## config.mk

```make
export PLATFORM = sky130hd
export DESIGN_NAME = naozhong_multi
export DESIGN_NICKNAME = d
export VERILOG_FILES = /design/src/rtl/naozhong_pkg.sv /design/src/rtl/naozhong_beep.sv /design/src/rtl/naozhong_multi.sv
export SDC_FILE = /design/constraint.sdc
export NUM_CORES = 1
export LEC_CHECK = 0
export CELL_PAD_IN_SITES_DETAIL_PLACEMENT = 0
export CELL_PAD_IN_SITES_GLOBAL_PLACEMENT = 1
export CORE_UTILIZATION = 51
export CTS_BUF_LIST = sky130_fd_sc_hd__clkbuf_8
export DETAILED_ROUTE_END_ITERATION = 12
export PLACE_DENSITY_LB_ADDON = 0.2
export SLEW_MARGIN = 20
export SYNTH_ARGS = -nofsm -noshare
export SYNTH_HDL_FRONTEND = slang
export SYNTH_SLANG_ARGS = --single-unit
export TNS_END_PERCENT = 20
```

## constraint.sdc

```tcl
create_clock -name clk -period 4.4 [get_ports clk]
set_input_delay 1.32 -clock clk [delete_from_list [all_inputs] [get_ports clk]]
set_output_delay 1.32 -clock clk [all_outputs]
set_load 0.005 [all_outputs]
```

## src/rtl/naozhong_pkg.sv

```systemverilog
// Shared types and default constants for the multi-channel alarm clock.
package naozhong_pkg;

    typedef enum logic [1:0] {
        ST_IDLE   = 2'd0,
        ST_RING   = 2'd1,
        ST_SNOOZE = 2'd2
    } nz_state_e;

    // One stored alarm time, BCD hour and minute
    typedef struct packed {
        logic [7:0] shi;
        logic [7:0] fen;
    } nz_time_t;

    localparam int unsigned NZ_N_ALM      = 4;
    localparam int unsigned NZ_RING_SEC   = 60;
    localparam int unsigned NZ_SNOOZE_SEC = 300;
    localparam int unsigned NZ_BEEP_CYC   = 25000;
    localparam int unsigned NZ_IDX_W      = 3;

endpackage

```

## src/rtl/naozhong_beep.sv

```systemverilog
// Square-wave tone generator: high for BEEP_CYC cycles, low for BEEP_CYC cycles,
// restarting high on the first cycle run is asserted after being low.
module naozhong_beep
    import naozhong_pkg::*;
#(
    parameter int unsigned BEEP_CYC = NZ_BEEP_CYC
) (
    input  logic clk,
    input  logic rst_n,
    input  logic run,
    output logic audio
);

    localparam int unsigned CW = $clog2(BEEP_CYC) + 1;

    logic [CW-1:0] cnt_q, cnt_d;
    logic          aud_q, aud_d;
    logic          act_q, act_d;

    // Phase counter and tone level; run must be the next-cycle RING indication
    always_comb begin
        cnt_d = cnt_q;
        aud_d = aud_q;
        act_d = act_q;
        if (!run) begin
            cnt_d = '0;
            aud_d = 1'b0;
            act_d = 1'b0;
        end else if (!act_q) begin
            cnt_d = CW'(1);
            aud_d = 1'b1;
            act_d = 1'b1;
        end else if (cnt_q == CW'(BEEP_CYC)) begin
            cnt_d = CW'(1);
            aud_d = ~aud_q;
        end else begin
            cnt_d = cnt_q + CW'(1);
        end
    end

    // Tone state registers
    always_ff @(posedge clk or negedge rst_n) begin
        if (!rst_n) begin
            cnt_q <= '0;
            aud_q <= 1'b0;
            act_q <= 1'b0;
        end else begin
            cnt_q <= cnt_d;
            aud_q <= aud_d;
            act_q <= act_d;
        end
    end

    assign audio = aud_q;

endmodule

```

## src/rtl/naozhong_multi.sv

```systemverilog
// Multi-channel alarm: per-channel times and enables, edge-triggered match,
// ring/snooze/stop control and buzzer drive.
module naozhong_multi
    import naozhong_pkg::*;
#(
    parameter int unsigned N_ALM      = NZ_N_ALM,
    parameter int unsigned RING_SEC   = NZ_RING_SEC,
    parameter int unsigned SNOOZE_SEC = NZ_SNOOZE_SEC,
    parameter int unsigned BEEP_CYC   = NZ_BEEP_CYC
) (
    input  logic             clk,
    input  logic             rst_n,
    input  logic             sec_tick,
    input  logic [7:0]       shi_date,
    input  logic [7:0]       fen_date,
    input  logic             wr_en,
    input  logic [2:0]       wr_idx,
    input  logic [7:0]       wr_shi,
    input  logic [7:0]       wr_fen,
    input  logic [N_ALM-1:0] en_tgl,
    input  logic             stop,
    input  logic             snooze,
    output logic             audio,
    output logic [N_ALM-1:0] alm_en,
    output logic             ringing,
    output logic [2:0]       act_idx
);

    localparam int unsigned RW = $clog2(RING_SEC) + 1;
    localparam int unsigned SW = $clog2(SNOOZE_SEC) + 1;

    nz_time_t         alm_q [N_ALM];
    nz_time_t         alm_d [N_ALM];
    logic [N_ALM-1:0] alm_en_q, alm_en_d;
    logic [N_ALM-1:0] match_c, match_q, trig_c;
    logic             any_trig_c;
    logic [2:0]       trig_idx_c;

    nz_state_e        state_q, state_d;
    logic [RW-1:0]    ring_cnt_q, ring_cnt_d;
    logic [SW-1:0]    snz_cnt_q, snz_cnt_d;
    logic [2:0]       act_idx_q, act_idx_d;
    logic             ringing_q, ringing_d;
    logic             beep_run_c;

    // Alarm-time writes; indices outside the channel range match no channel
    always_comb begin
        for (int i = 0; i < int'(N_ALM); i++) begin
            alm_d[i] = alm_q[i];
            if (wr_en && (wr_idx == 3'(i))) begin
                alm_d[i].shi = wr_shi;
                alm_d[i].fen = wr_fen;
            end
        end
    end

    assign alm_en_d = alm_en_q ^ en_tgl;

    // Per-channel time match against the current clock
    always_comb begin
        match_c = '0;
        for (int i = 0; i < int'(N_ALM); i++) begin
            match_c[i] = alm_en_q[i] && (shi_date == alm_q[i].shi)
                                     && (fen_date == alm_q[i].fen);
        end
    end

    assign trig_c     = match_c & ~match_q;
    assign any_trig_c = |trig_c;

    // Lowest-index triggering channel wins
    always_comb begin
        trig_idx_c = '0;
        for (int i = int'(N_ALM) - 1; i >= 0; i--) begin
            if (trig_c[i]) begin
                trig_idx_c = 3'(i);
            end
        end
    end

    // Next-state logic; priority stop > snooze > trig > timeout
    always_comb begin
        state_d    = state_q;
        ring_cnt_d = ring_cnt_q;
        snz_cnt_d  = snz_cnt_q;
        act_idx_d  = act_idx_q;
        unique case (state_q)
            ST_IDLE: begin
                if (!stop && any_trig_c) begin
                    state_d    = ST_RING;
                    ring_cnt_d = '0;
                    act_idx_d  = trig_idx_c;
                end
            end
            ST_RING: begin
                if (stop) begin
                    state_d    = ST_IDLE;
                    ring_cnt_d = '0;
                end else if (snooze) begin
                    state_d    = ST_SNOOZE;
                    ring_cnt_d = '0;
                    snz_cnt_d  = SW'(SNOOZE_SEC);
                end else if (sec_tick) begin
                    if (ring_cnt_q >= RW'(RING_SEC - 1)) begin
                        state_d    = ST_IDLE;
                        ring_cnt_d = '0;
                    end else begin
                        ring_cnt_d = ring_cnt_q + RW'(1);
                    end
                end
            end
            ST_SNOOZE: begin
                if (stop) begin
                    state_d   = ST_IDLE;
                    snz_cnt_d = '0;
                end else if (snooze) begin
                    snz_cnt_d = SW'(SNOOZE_SEC);
                end else if (any_trig_c) begin
                    state_d    = ST_RING;
                    ring_cnt_d = '0;
                    snz_cnt_d  = '0;
                    act_idx_d  = trig_idx_c;
                end else if (sec_tick) begin
                    if (snz_cnt_q <= SW'(1)) begin
                        state_d    = ST_RING;
                        ring_cnt_d = '0;
                        snz_cnt_d  = '0;
                    end else begin
                        snz_cnt_d = snz_cnt_q - SW'(1);
                    end
                end
            end
            default: begin
                state_d    = ST_IDLE;
                ring_cnt_d = '0;
                snz_cnt_d  = '0;
            end
        endcase
    end

    assign ringing_d  = (state_d == ST_RING);
    assign beep_run_c = (state_d == ST_RING);

    // State, storage and output registers
    always_ff @(posedge clk or negedge rst_n) begin
        if (!rst_n) begin
            state_q    <= ST_IDLE;
            ring_cnt_q <= '0;
            snz_cnt_q  <= '0;
            act_idx_q  <= '0;
            ringing_q  <= 1'b0;
            alm_en_q   <= '0;
            match_q    <= '0;
            for (int i = 0; i < int'(N_ALM); i++) begin
                alm_q[i] <= '0;
            end
        end else begin
            state_q    <= state_d;
            ring_cnt_q <= ring_cnt_d;
            snz_cnt_q  <= snz_cnt_d;
            act_idx_q  <= act_idx_d;
            ringing_q  <= ringing_d;
            alm_en_q   <= alm_en_d;
            match_q    <= match_c;
            for (int i = 0; i < int'(N_ALM); i++) begin
                alm_q[i] <= alm_d[i];
            end
        end
    end

    naozhong_beep #(
        .BEEP_CYC(BEEP_CYC)
    ) u_beep (
        .clk  (clk),
        .rst_n(rst_n),
        .run  (beep_run_c),
        .audio(audio)
    );

    assign alm_en  = alm_en_q;
    assign ringing = ringing_q;
    assign act_idx = act_idx_q;

endmodule
```

# --- Word level (Yosys, flattened, before mapping) ---
# Index checks and enable logic that the tools add are counted.
word_totals:
  elab_cells: 121
  inputBits: 45
  regBits: 113
  out_inout_bits: 9
classes:
  n_mux: 46
  n_eq_ne: 26
  addsub: 3
  reduce_logical: 21
  n_lt_le_gt_ge: 2
  n_bitwise: 5
op_table:
  columns: ["operator", "count"]
  rows:
  - ["$mux W10", 7]
  - ["$mux W7", 10]
  - ["$eq A8 B8 Y1", 8]
  - ["$mux W16", 3]
  - ["$pmux W10 S3", 1]
  - ["$mux W2", 11]
  - ["$mux W3", 7]
  - ["$pmux W7 S3", 1]
  - ["$add A16 B1 Y16 const B", 1]
  - ["$eq A16 B15 Y1 const B", 1]
  - ["$logic_and A1 B1 Y1", 13]
  - ["$ne A2 B2 Y1 const B", 6]
  - ["$le A10 B1 Y1 const B", 1]
  - ["$sub A10 B1 Y10 const B", 1]
  - ["$ne A3 B3 Y1 const B", 3]
  - ["$add A7 B1 Y7 const B", 1]
  - ["$ge A7 B6 Y1 const B", 1]
  - ["$eq A3 B2 Y1 const B", 2]
  - ["$pmux W2 S3", 1]
  - ["$pmux W3 S2", 1]
  - ["$reduce_and A6 Y1", 1]
  - ["$ne A5 B5 Y1 const B", 1]
  - ["$reduce_and A5 Y1", 1]
  - ["$and A4 B4 Y4", 1]
  - ["other kinds (14)", 19]

# --- Logic depth before layout (Yosys ltp) ---
# Gate-level depths: netlist of the first run.
logic_depth:
  ltp_word: 12
  depth_mapped: 11

# --- Hierarchy ---
# From an unflattened synthesis of the first run, not the netlist that was laid out.
unflattened:
  cells_unflattened: 544
  area_unflattened_um2: 5920.7
modules_own_cells:
  columns: ["mod", "area_per_inst_um2", "instances", "cells_each", "seq_area_each_um2"]
  rows:
  - ["naozhong_multi", 5024.8, 1, 454, 2352.3]
  - ["naozhong_beep", 895.9, 1, 90, 450.4]

# --- Worst setup path after synthesis of the first run ---
# Ideal clock, no wire load.
synth_timing:
  path_type: "input-to-reg"
  start: "in shi_date[0]"
  end: "reg ring_cnt_q[4]"
  stages: 8
  setup_time_ps: 95
  path_buffers: 0
  arrival_time_ps: 3271
  slack_ps: 1034
  path_cell_list: "xnor2_1 nand2_1 or4_1 o32a_1 and4_4 a2bb2oi_2 or2_4 o31ai_1"
synth_via:
  elab_chain_len: 9
synth_lines:
  columns: ["item", "line", "text"]
  rows:
  - ["start: declaration", "naozhong_multi.sv:14", "input logic [7:0] shi_date,"]
  - ["$eq A8 B8 Y1", "naozhong_multi.sv:63", "match_c[i] = alm_en_q[i] && (shi_date == alm_q[i].shi)"]
  - ["$logic_and A1 B1 Y1", "naozhong_multi.sv:63", null]
  - ["$logic_and A1 B1 Y1", "naozhong_multi.sv:64", "&& (fen_date == alm_q[i].fen);"]
  - ["$and A4 B4 Y4 (*)", "naozhong_multi.sv:68", "assign trig_c = match_c & ~match_q;"]
  - ["$reduce_or A4 Y1 (*)", "naozhong_multi.sv:69", "assign any_trig_c = |trig_c;"]
  - ["$mux W7", "naozhong_multi.sv:118", "end else if (any_trig_c) begin"]
  - ["$mux W7", "naozhong_multi.sv:116", "end else if (snooze) begin"]
  - ["$mux W7", "naozhong_multi.sv:113", "if (stop) begin"]
  - ["$pmux W7 S3", "naozhong_multi.sv:87", "unique case (state_q)"]
  - ["end signal: assignment", "naozhong_multi.sv:159", "ring_cnt_q <= ring_cnt_d;"]
  - ["end: declaration", "naozhong_multi.sv:40", "logic [RW-1:0] ring_cnt_q, ring_cnt_d;"]
# Every way passes the cells marked *; elsewhere a longest branch is shown, timed or not. The select of a mux whose other input is x is not followed.
# A chain may end at the register's enable or synchronous reset.

# --- Final worst setup path of the first run ---
# Ends and elaborated chain as after synthesis.

==> results by group, run 1 <==
Route
  – DR WL/cell: 17.1 um
  – Vias post-DR: 4121
  – DR vias/cell: 5.63
  – Drt drc: 0
  – Drt pass-1 iters: 4
  – Post-route ant nets: 0
  – Initial DRC Count: 240
  – Final WL: 12500 um

Critical path
  – Worst Path Max Fanout: 8
  – R2R setup slack: 1.54 ns
  – Worst R2R Path Depth: 8
  – Worst r2r src: snz_cnt_q[4]
  – Setup CP Type: primary input to flop
  – CP Capture Type: flop
  – WP data required: 4.68 ns
  – Critical Path Start Type: primary input
  – Worst endpoint data arrival time: 4.14 ns
  – RR Endpoint: u_beep.cnt_q[3]

Floorplan
  – IO Count: 54
  – Initial core utilization: 0.529
  – Row cnt: 38
  – Chip Height: 109 um
  – Die Footprint: 11800 sq um
  – Core Area: 11000 sq um
  – Die width: 109 um

Timing
  – Part of the cycle the worst path needs: 0.877
  – Slew Viols, Final: 0
  – Clk_skew: 0.0148 ns
  – WHS: 0.484 ns
  – Rel. slew slack: 0.523
  – Final Hold Fails: 0
  – Measured slew at the worst slew-check pin: 0.716 ns
  – FMAX: 259 MHz
  – Fin worst setup slack: 0.542 ns
  – Final setup violation count: 0
  – Fin crit period: 3.86 ns
  – TNS Setup: 0 ns
  – RSZ-0062 raised after global routing: false

GRT
  – Pin count of the biggest net entering global routing: 57
  – Vias in the first global route: 4089
  – Antenna violations before repair: 0
  – Grt total ovfl: 0
  – First-pass GRT wire length: 20700 um
  – Global Route Usage Sum: 0.233

Placed design
  – GP Congestion: 0.880
  – IO buf count: 52
  – Post-DP Area: 6530 sq um
  – DP HPWL: 9290 um
  – Dpl ws: 0.147 ns

Synth
  – Adder-cell area share of the yosys netlist: 0.0194
  – Synthesized-area fraction occupied by ao, oa, aoi and oai cells: 0.0806
  – Synthesized area per cell: 11.0 sq um
  – Mux contribution to synthesized area: 0.122
  – Post-synth top cells: 111 x dfrtp_1, 63 x mux2_2, 38 x xnor2_1
  – Synth top area share: 0.478
  – Post-Syn Area: 5810 sq um
  – Largest family of logic cells by synthesized area: simple AND/OR/NAND/NOR gates
  – Register bit total from synthesis: 111
  – Warnings, synthesis: 0
  – Cells after synthesis: 529
  – Post-synth top area cell: dfrtp_1
  – Post-Syn Nets: 583
  – Post-synthesis xor/xnor area fraction: 0.112
  – Async set-or-reset flop fraction in the synthesized netlist: 1.00
  – Unique cell type count in the Yosys netlist: 58
  – Cell with the most instances after synthesis: dfrtp_1
  – EDFF count, synth: 0
  – Post-synthesis sequential area ratio: 0.478
  – Synth Area in Simple Gates: 0.166
  – Most used flip-flop cell after synthesis: dfrtp_1
  – Largest cells by area after synthesis: dfrtp_1 48%, mux2_2 12%, xnor2_1 5.7%

CTS
  – Cells resized by post-CTS repair: 0
  – Reg clk slew, reported paths: 0.10 ns
  – CTS Sinks: 111
  – TritonCTS Buffers: 9
  – Clk_lat worst skew: 0.39 ns
  – CTS Root Cell: clkbuf_8
  – Max Root-Sink Buffers: 2
  – Setup bufs post-CTS: 0
  – CTS tree: built
  – Hold_buf cts: 0
  – H-tree depth: 3

Power and ir drop
  – Pwr/cell area: 432 nW/um^2
  – P_leak: 0.00283 uW
  – Peak VDD IR: 0.354 mV

Hold path
  – Hold crit path type: flop to flop
  – Hold Path Origin: ringing
  – WHS Path Cells: 1
  – Hold Path End: u_beep.audio

Cells and area
  – Antenna Cells: 0
  – Finished Cell Area: 6740 sq um
  – Fillers: 909
  – Layout Area Growth over Synthesis: 16.1%
  – Layout Nets: 641
  – Layout cells sized above 1: 0.171
  – Fin util: 0.614

Status
  – Status: complete, no violations

Job
  – MaxCap Viol Count: 0
power by group:
part           internal, uW  switching (uW)
clock                   277             350
combinational           461             473
sequential             1200             152
total                  1940             975
critical path, cell delays in order:
cell	delay (ns)
clkdlybuf4s50_1	0.52
xnor2_1	0.28
nand2_1	0.10
or4_1	0.55
o32a_1	0.40
and4_4	0.21
a2bb2oi_2	0.20
or2_4	0.30
o31ai_1	0.25
through the flow:
stage,total power [uW],std cells
after floorplan,1980,529
after global placement,2280,715
after detailed placement,2300,715
after CTS,2940,731
after global routing,3100,732
final,2910,732
logic make-up after synthesis:
logic type | Yosys count
AND/OR/NAND/NOR | 173
flip-flops | 111
XOR/XNOR | 74
AO/OA/AOI/OAI | 68
multiplexers | 63
buffers and inverters | 30
adder cells (fa/ha/maj) | 9
other | 1
metal layers:
| layer | wire length [um] | GRT usage |
|---|---|---|
| met1 | 5630 | 0.303 |
| met2 | 6070 | 0.372 |
| met3 | 414 | 0.0622 |
| met4 | 369 | 0.0869 |
| met5 | 0 | 0 |
flip-flops by register name (all words and copies together), names as in the netlist, 2 cells and up:
name,flops
alm_en,4
alm_q,64
state_q,2
snz_cnt_q,10
match_q,4
act_idx,2
ring_cnt_q,7
u_beep.cnt_q,16
cells in the final DEF (no fill, tap or decap), types with 2 or more instances in the layout:
cell	Yosys	final
nand3_1	15	15
nand4_1	11	11
buf_4	1	8
nor4b_1	5	4
nor2b_1	3	3
nor4_1	7	7
nand2_1	32	32
o2111ai_1	3	3
or3_1	10	10
clkinv_4	0	2
clkdlybuf4s50_1	0	51
or4_1	4	4
inv_1	17	19
xnor2_1	38	38
or2_2	7	7
o221ai_1	2	2
and2_1	3	3
o32a_1	2	2
nor3_1	9	9
a21oi_1	13	13
nand4b_1	2	2
and3_1	6	6
ha_1	9	9
and4_1	2	2
nand3b_1	4	4
clkbuf_8	0	10
nor2_1	30	30
nor4bb_4	0	2
a22o_1	4	4
dfrtp_1	111	111
xor2_1	36	36
a2bb2oi_1	2	2
nand2b_1	13	13
nor3b_1	3	3
o31ai_1	7	7
mux2_2	63	63
o21ai_0	20	20
worst max path at each step:
stage | start | end | depth (start not counted)
6_report | shi_date[0] | ring_cnt_q[4] | 9
3_3_place_gp | shi_date[0] | ring_cnt_q[3] | 9
3_5_place_dp | shi_date[1] | ring_cnt_q[4] | 9
2_1_floorplan | shi_date[0] | ring_cnt_q[4] | 8
4_1_cts | fen_date[2] | ring_cnt_q[4] | 9
5_1_grt | fen_date[2] | ring_cnt_q[4] | 9
area by class of cell:
class,count,area (sq um),share of cell area
inverters,17,63.8,0.00947
multi-input cells,388,2940,0.436
well taps,140,175,0.0260
clock buffers,10,138,0.0204
repair buffers,60,582,0.0863
flip-flops and latches,111,2780,0.412
clock inverters,6,62.6,0.00928
Note: power is estimated with default switching activity, not from simulation.
==> run 2, diff against run 1 <==
Settings changed: CORE_UTILIZATION 51 to 45.
==> run 2 against run 1 <==
Net effect: final cell count up 4.8%; via count about the same; sequential power about the same; utilization down 7.1 points; count of clock-buffer cells in the layout down 1; register-to-register slack worse by 0.04 ns; fmax down 0.28%; design area up 1.5%; clock skew up 0.0083 ns; largest power group unchanged.
==> results by group, run 2 (synthesis gave the netlist of run 1 again) <==
Status
  – Status: complete, no violations

Floorplan
  – Die Footprint: 13400 sq um
  – Initial core utilization: 0.460
  – Die width: 116 um
  – Chip Height: 116 um
  – Row cnt: 41
  – Core Area: 12600 sq um
  – IO Count: 54

Timing
  – FMAX: 258 MHz
  – Clk_skew: 0.0231 ns
  – Fin crit period: 3.87 ns
  – RSZ-0062 raised after global routing: false
  – WHS: 0.465 ns
  – Fin worst setup slack: 0.531 ns
  – Final setup violation count: 0
  – Part of the cycle the worst path needs: 0.879
  – Final Hold Fails: 0
  – Slew Viols, Final: 0
  – TNS Setup: 0 ns
  – Measured slew at the worst slew-check pin: 0.654 ns
  – Rel. slew slack: 0.560

GRT
  – Antenna violations before repair: 0
  – Vias in the first global route: 4202
  – Pin count of the biggest net entering global routing: 112
  – Global Route Usage Sum: 0.214
  – Grt total ovfl: 0
  – First-pass GRT wire length: 21500 um

Power and ir drop
  – Clk pwr share: 0.236
  – Sw Ratio: 0.335
  – Combinational power share: 0.315
  – P_leak: 0.00286 uW
  – Pwr/cell area: 440 nW/um^2
  – Seq pwr share: 0.449
  – P_sw: 1010 uW
  – Peak VDD IR: 0.284 mV
  – Int Power: 2000 uW

Placed design
  – GP Congestion: 0.865
  – Dpl ws: 0.138 ns
  – IO buf count: 52
  – DP HPWL: 9420 um
  – Inst Count DP: 750
  – Post-DP Area: 6600 sq um

CTS
  – Reg clk slew, reported paths: 0.10 ns
  – H-tree depth: 3
  – CTS Sinks: 111
  – Clk_lat worst skew: 0.40 ns
  – Hold_buf cts: 0
  – CTS Root Cell: clkbuf_8
  – CTS tree: built
  – Setup bufs post-CTS: 0
  – Max Root-Sink Buffers: 2
  – TritonCTS Buffers: 9
  – Cells resized by post-CTS repair: 0

Critical path
  – Critical Path Start Type: primary input
  – Worst endpoint data arrival time: 4.16 ns
  – WP data required: 4.69 ns
  – CP Capture Type: flop
  – Worst r2r src: snz_cnt_q[4]
  – RR Endpoint: u_beep.cnt_q[6]
  – Worst Path Max Fanout: 8
  – Worst R2R Path Depth: 8
  – CP startpoint: shi_date[0]
  – End point of the critical path: ring_cnt_q[3]
  – R2R setup slack: 1.50 ns
  – Setup CP Type: primary input to flop

Route
  – DR vias/cell: 5.37
  – Vias post-DR: 4122
  – Drt pass-1 iters: 4
  – Initial DRC Count: 273
  – DR WL/cell: 16.8 um
  – Drt drc: 0
  – Post-route ant nets: 0
  – Final WL: 12900 um

Cells and area
  – Layout Area Growth over Synthesis: 17.9%
  – Largest regs: alm_q (64), u_beep.cnt_q (16), snz_cnt_q (10)
  – Layout cells sized above 1: 0.176
  – Layout Nets: 644
  – Antenna Cells: 0
  – Final Non-Filler Cells: 767
  – Commonest non-fill, non-tap cell in the layout: dfrtp_1
  – Max FFs per register: 64
  – Most flop-heavy register: alm_q
  – Most frequent cells in the layout: 111 x dfrtp_1, 63 x mux2_2, 51 x clkdlybuf4s50_1
  – Finished Cell Area: 6840 sq um
  – Fillers: 1154

Job
  – MaxCap Viol Count: 0

Hold path
  – Hold crit path type: flop to flop
[run 2: cell count changes in the layout (fill, tap and decap cells not counted), sizes merged]
cell    delta
inv        +2
clkbuf     -1
buf        +3
bufinv     +1
clkinv     -2
[run 2: area by class of cell]
class,count,area (sq um),share of cell area
multi-input cells,388,2940,0.430
clock inverters,7,105,0.0154
well taps,172,215,0.0314
flip-flops and latches,111,2780,0.406
inverters,17,63.8,0.00933
repair buffers,63,617,0.0901
clock buffers,9,124,0.0181
[run 2: through the flow]
stage	total power [uW]	util
global placement	2300	0.523
CTS	3040	0.541
floorplan	1980	-
detailed placement	2320	0.523
finish	3010	0.542
global route	3200	0.542
[run 2: power groups by stage]
stage	registers (uW)	logic (uW)	clock network (uW)
after floorplan	1330	643	0
after global placement	1360	941	0
after detailed placement	1370	952	0
after CTS	1350	956	736
after global routing	1380	1060	769
final	1350	947	711
[run 2: layer usage]
layer / up-vias / part of all wire / routed length [um] / global-route usage
met2: 78 / 0.50 / 6440 / 0.362
met3: 12 / 0.040 / 511 / 0.0565
met5: - / 0 / 0 / 0
met1: 2031 / 0.45 / 5730 / 0.268
li1: 2001 / - / - / -
met4: 0 / 0.013 / 167 / 0.0649
[run 2: worst min-delay path by stage]
stage | start | end | slack [ns] | cells past startpoint
floorplan | snz_cnt_q[9] | snz_cnt_q[9] | 0.44 | 1
global placement | ringing | u_beep.audio | 0.45 | 1
detailed placement | ringing | u_beep.audio | 0.45 | 1
CTS | ringing | u_beep.audio | 0.47 | 1
global route | ringing | u_beep.audio | 0.49 | 1
finish | ringing | u_beep.audio | 0.46 | 1
[run 2: critical path: stages]
cell and delay (ns):
clkdlybuf4s50_1 0.53, xnor2_1 0.34, nand2_1 0.08, or4_1 0.56, o32a_1 0.40, and4_4 0.21, a2bb2oi_2 0.20, or2_4 0.30
o31ai_1 0.23
==> run 3, diff against run 2 <==
Settings changed: SYNTH_HIERARCHICAL set to 1, TNS_END_PERCENT 20 to 5.
==> run 3 against run 2 <==
Net effect: via count is 2.9% higher; largest power group unchanged; critical path type unchanged; design area rose by 2.0%; largest cell class unchanged; first-iteration DRC count is 21% lower; wire length up 1.4%; die area rose by 1.9%; total power decreased by 4.9%; hold slack better by 0.027 ns; count of clock-buffer cells in the layout stayed put; final cell count increased by 2.2%; global-route usage about the same; clock skew shrank 0.0079 ns; flip-flop and latch count rose by 1.
==> results by group, run 3 <==
Status
  – Status: complete, no violations

GRT
  – Antenna violations before repair: 0
  – First-pass GRT wire length: 21900 um
  – Grt total ovfl: 0
  – Global Route Usage Sum: 0.214
  – Pin count of the biggest net entering global routing: 51
  – Vias in the first global route: 4302

Floorplan
  – Core Area: 12700 sq um
  – Initial core utilization: 0.465
  – Die Footprint: 13600 sq um
  – Chip Height: 117 um
  – Die width: 117 um
  – Row cnt: 41
  – IO Count: 54

Timing
  – Slew Viols, Final: 0
  – RSZ-0062 raised after global routing: false
  – Measured slew at the worst slew-check pin: 0.643 ns
  – Final Hold Fails: 0
  – Fin crit period: 4.10 ns
  – WHS: 0.492 ns
  – FMAX: 244 MHz
  – Final setup violation count: 0
  – TNS Setup: 0 ns
  – Rel. slew slack: 0.571
  – Part of the cycle the worst path needs: 0.932
  – Clk_skew: 0.0152 ns

CTS
  – Hold_buf cts: 0
  – Reg clk slew, reported paths: 0.11 ns
  – Max Root-Sink Buffers: 2
  – TritonCTS Buffers: 9
  – H-tree depth: 3
  – CTS Sinks: 112
  – Clk_lat worst skew: 0.40 ns
  – CTS tree: built
  – Cells resized by post-CTS repair: 0
  – CTS Root Cell: clkbuf_8
  – Setup bufs post-CTS: 0

Cells and area
  – Finished Cell Area: 6980 sq um
  – Max FFs per register: 64
  – Antenna Cells: 0
  – Layout Nets: 661
  – Largest regs: alm_q (64), u_beep/cnt_q (16), snz_cnt_q (10)
  – Layout Area Growth over Synthesis: 17.9%
  – Most frequent cells in the layout: 112 x dfrtp_1, 62 x mux2_2, 51 x clkdlybuf4s50_1
  – Layout cells sized above 1: 0.180
  – Commonest non-fill, non-tap cell in the layout: dfrtp_1
  – Most flop-heavy register: alm_q

Placed design
  – IO buf count: 52
  – DP HPWL: 9870 um
  – GP Congestion: 0.826
  – Post-DP Area: 6730 sq um

Synth
  – Synth top area share: 0.473
  – Most used flip-flop cell after synthesis: dfrtp_1
  – Post-Syn Nets: 598
  – Post-Syn Area: 5920 sq um
  – Async set-or-reset flop fraction in the synthesized netlist: 1.00
  – Largest cells by area after synthesis: dfrtp_1 47%, mux2_2 12%, xnor2_1 6.8%
  – Register bit total from synthesis: 112
  – Post-synth top cells: 112 x dfrtp_1, 62 x mux2_2, 46 x xnor2_1
  – Cell with the most instances after synthesis: dfrtp_1
  – Post-synth top area cell: dfrtp_1
  – Unique cell type count in the Yosys netlist: 62
  – Synthesized area per cell: 10.9 sq um
  – Warnings, synthesis: 6
  – Post-synthesis sequential area ratio: 0.473
  – EDFF count, synth: 0
  – Cells after synthesis: 544

Power and ir drop
  – Int Power: 1930 uW
  – P_leak: 0.00283 uW
  – Pwr/cell area: 410 nW/um^2
  – Sw Ratio: 0.324
  – Seq pwr share: 0.473
  – P_sw: 926 uW
  – Peak VDD IR: 0.290 mV
  – Combinational power share: 0.273
  – Clk pwr share: 0.254

Route
  – Drt pass-1 iters: 7
  – DR WL/cell: 16.6 um
  – Final WL: 13000 um
  – DR vias/cell: 5.41
  – Initial DRC Count: 215
  – Drt drc: 0
  – Vias post-DR: 4240
  – Post-route ant nets: 0

Critical path
  – Worst Path Max Fanout: 15
  – R2R setup slack: 1.38 ns
  – Slowest stage cell, crit path: clkdlybuf4s50_1
  – CP Capture Type: flop
  – WP data required: 4.72 ns
  – Worst endpoint data arrival time: 4.42 ns
  – Max stage delay on crit path: 0.60 ns
  – Setup CP Type: primary input to flop
  – Crit-path cells: clkdlybuf4s50_1, xor2_1, nor4_1, nand4_1, or2_2, a31o_4, nand3_1, a32o_1, and2_1, nand3_2, nor2_1
  – Critical Path Start Type: primary input

Hold path
  – Hold crit path type: flop to flop

Job
  – MaxCap Viol Count: 0
-- run 3: power by group through the flow --
| stage | Clock [uW] | Combinational [uW] | Sequential [uW] |
|---|---|---|---|
| finish | 727 | 782 | 1350 |
| global route | 793 | 869 | 1380 |
| CTS | 756 | 788 | 1360 |
| global placement | 0 | 770 | 1370 |
| floorplan | 0 | 520 | 1330 |
| detailed placement | 0 | 783 | 1380 |
-- run 3: logic make-up (layout without fill, tap and decap cells) --
logic type,after synthesis,count (layout),synth area share
buf+inv,39,107,0.0273
other cells,1,1,0.000633
flops,112,112,0.473
simple gates,177,177,0.163
mux,64,64,0.121
xor+xnor,74,74,0.111
compound gates,68,68,0.0845
fa+ha+maj,9,9,0.0190
-- run 3: stage by stage --
| step | instances | setup WS (ns) | total power, uW | utilization |
|---|---|---|---|---|
| 3_5_place_dp | 768 | -0.199 | 2160 | 0.529 |
| 3_3_place_gp | 768 | -0.0656 | 2140 | 0.529 |
| 4_1_cts | 784 | 0.242 | 2900 | 0.548 |
| 5_1_grt | 784 | 0.159 | 3040 | 0.548 |
| 6_report | 784 | 0.301 | 2860 | 0.548 |
| 2_1_floorplan | 544 | 0.887 | 1850 | - |
-- run 3: final cells by class --
type / count / area [sq um]
fill: 1134 / 5740
multi-input combinational: 393 / 2990
sequential: 112 / 2800
timing repair buffer: 66 / 623
tap: 172 / 215
clock inverter: 7 / 126
clock buffer: 9 / 124
inverter: 25 / 93.8
-- run 3: metal layers --
| metal | routed length [um] | GRT usage | vias to the layer above |
|---|---|---|---|
| met5 | 0 | 0 | - |
| met4 | 204 | 0.0624 | 0 |
| met3 | 374 | 0.0524 | 15 |
| met2 | 6570 | 0.372 | 62 |
| met1 | 5890 | 0.264 | 2101 |
| li1 | - | - | 2062 |
-- run 3: worst paths after layout --
path | endpoint | start | depth (start not counted)
worst max-delay path | u_beep/cnt_q[9] | shi_date[6] | 11
worst min-delay path | u_beep/audio | u_beep/act_q | 1
worst max register to register | u_beep/cnt_q[9] | alm_q[62] | 10
worst min register to register | u_beep/audio | u_beep/act_q | 1
max in group asynchronous | alm_q[53] | rst_n | 2
min in group asynchronous | match_q[2] | rst_n | 1
-- run 3: critical path: cells and delay by family --
kind                      cells  cell delay (ns)
and+or+nand+nor               7             1.92
AOI/OAI and AO/OA             2             0.41
buffers and inverters         1             0.60
xor gates and xnor gates      1             0.17
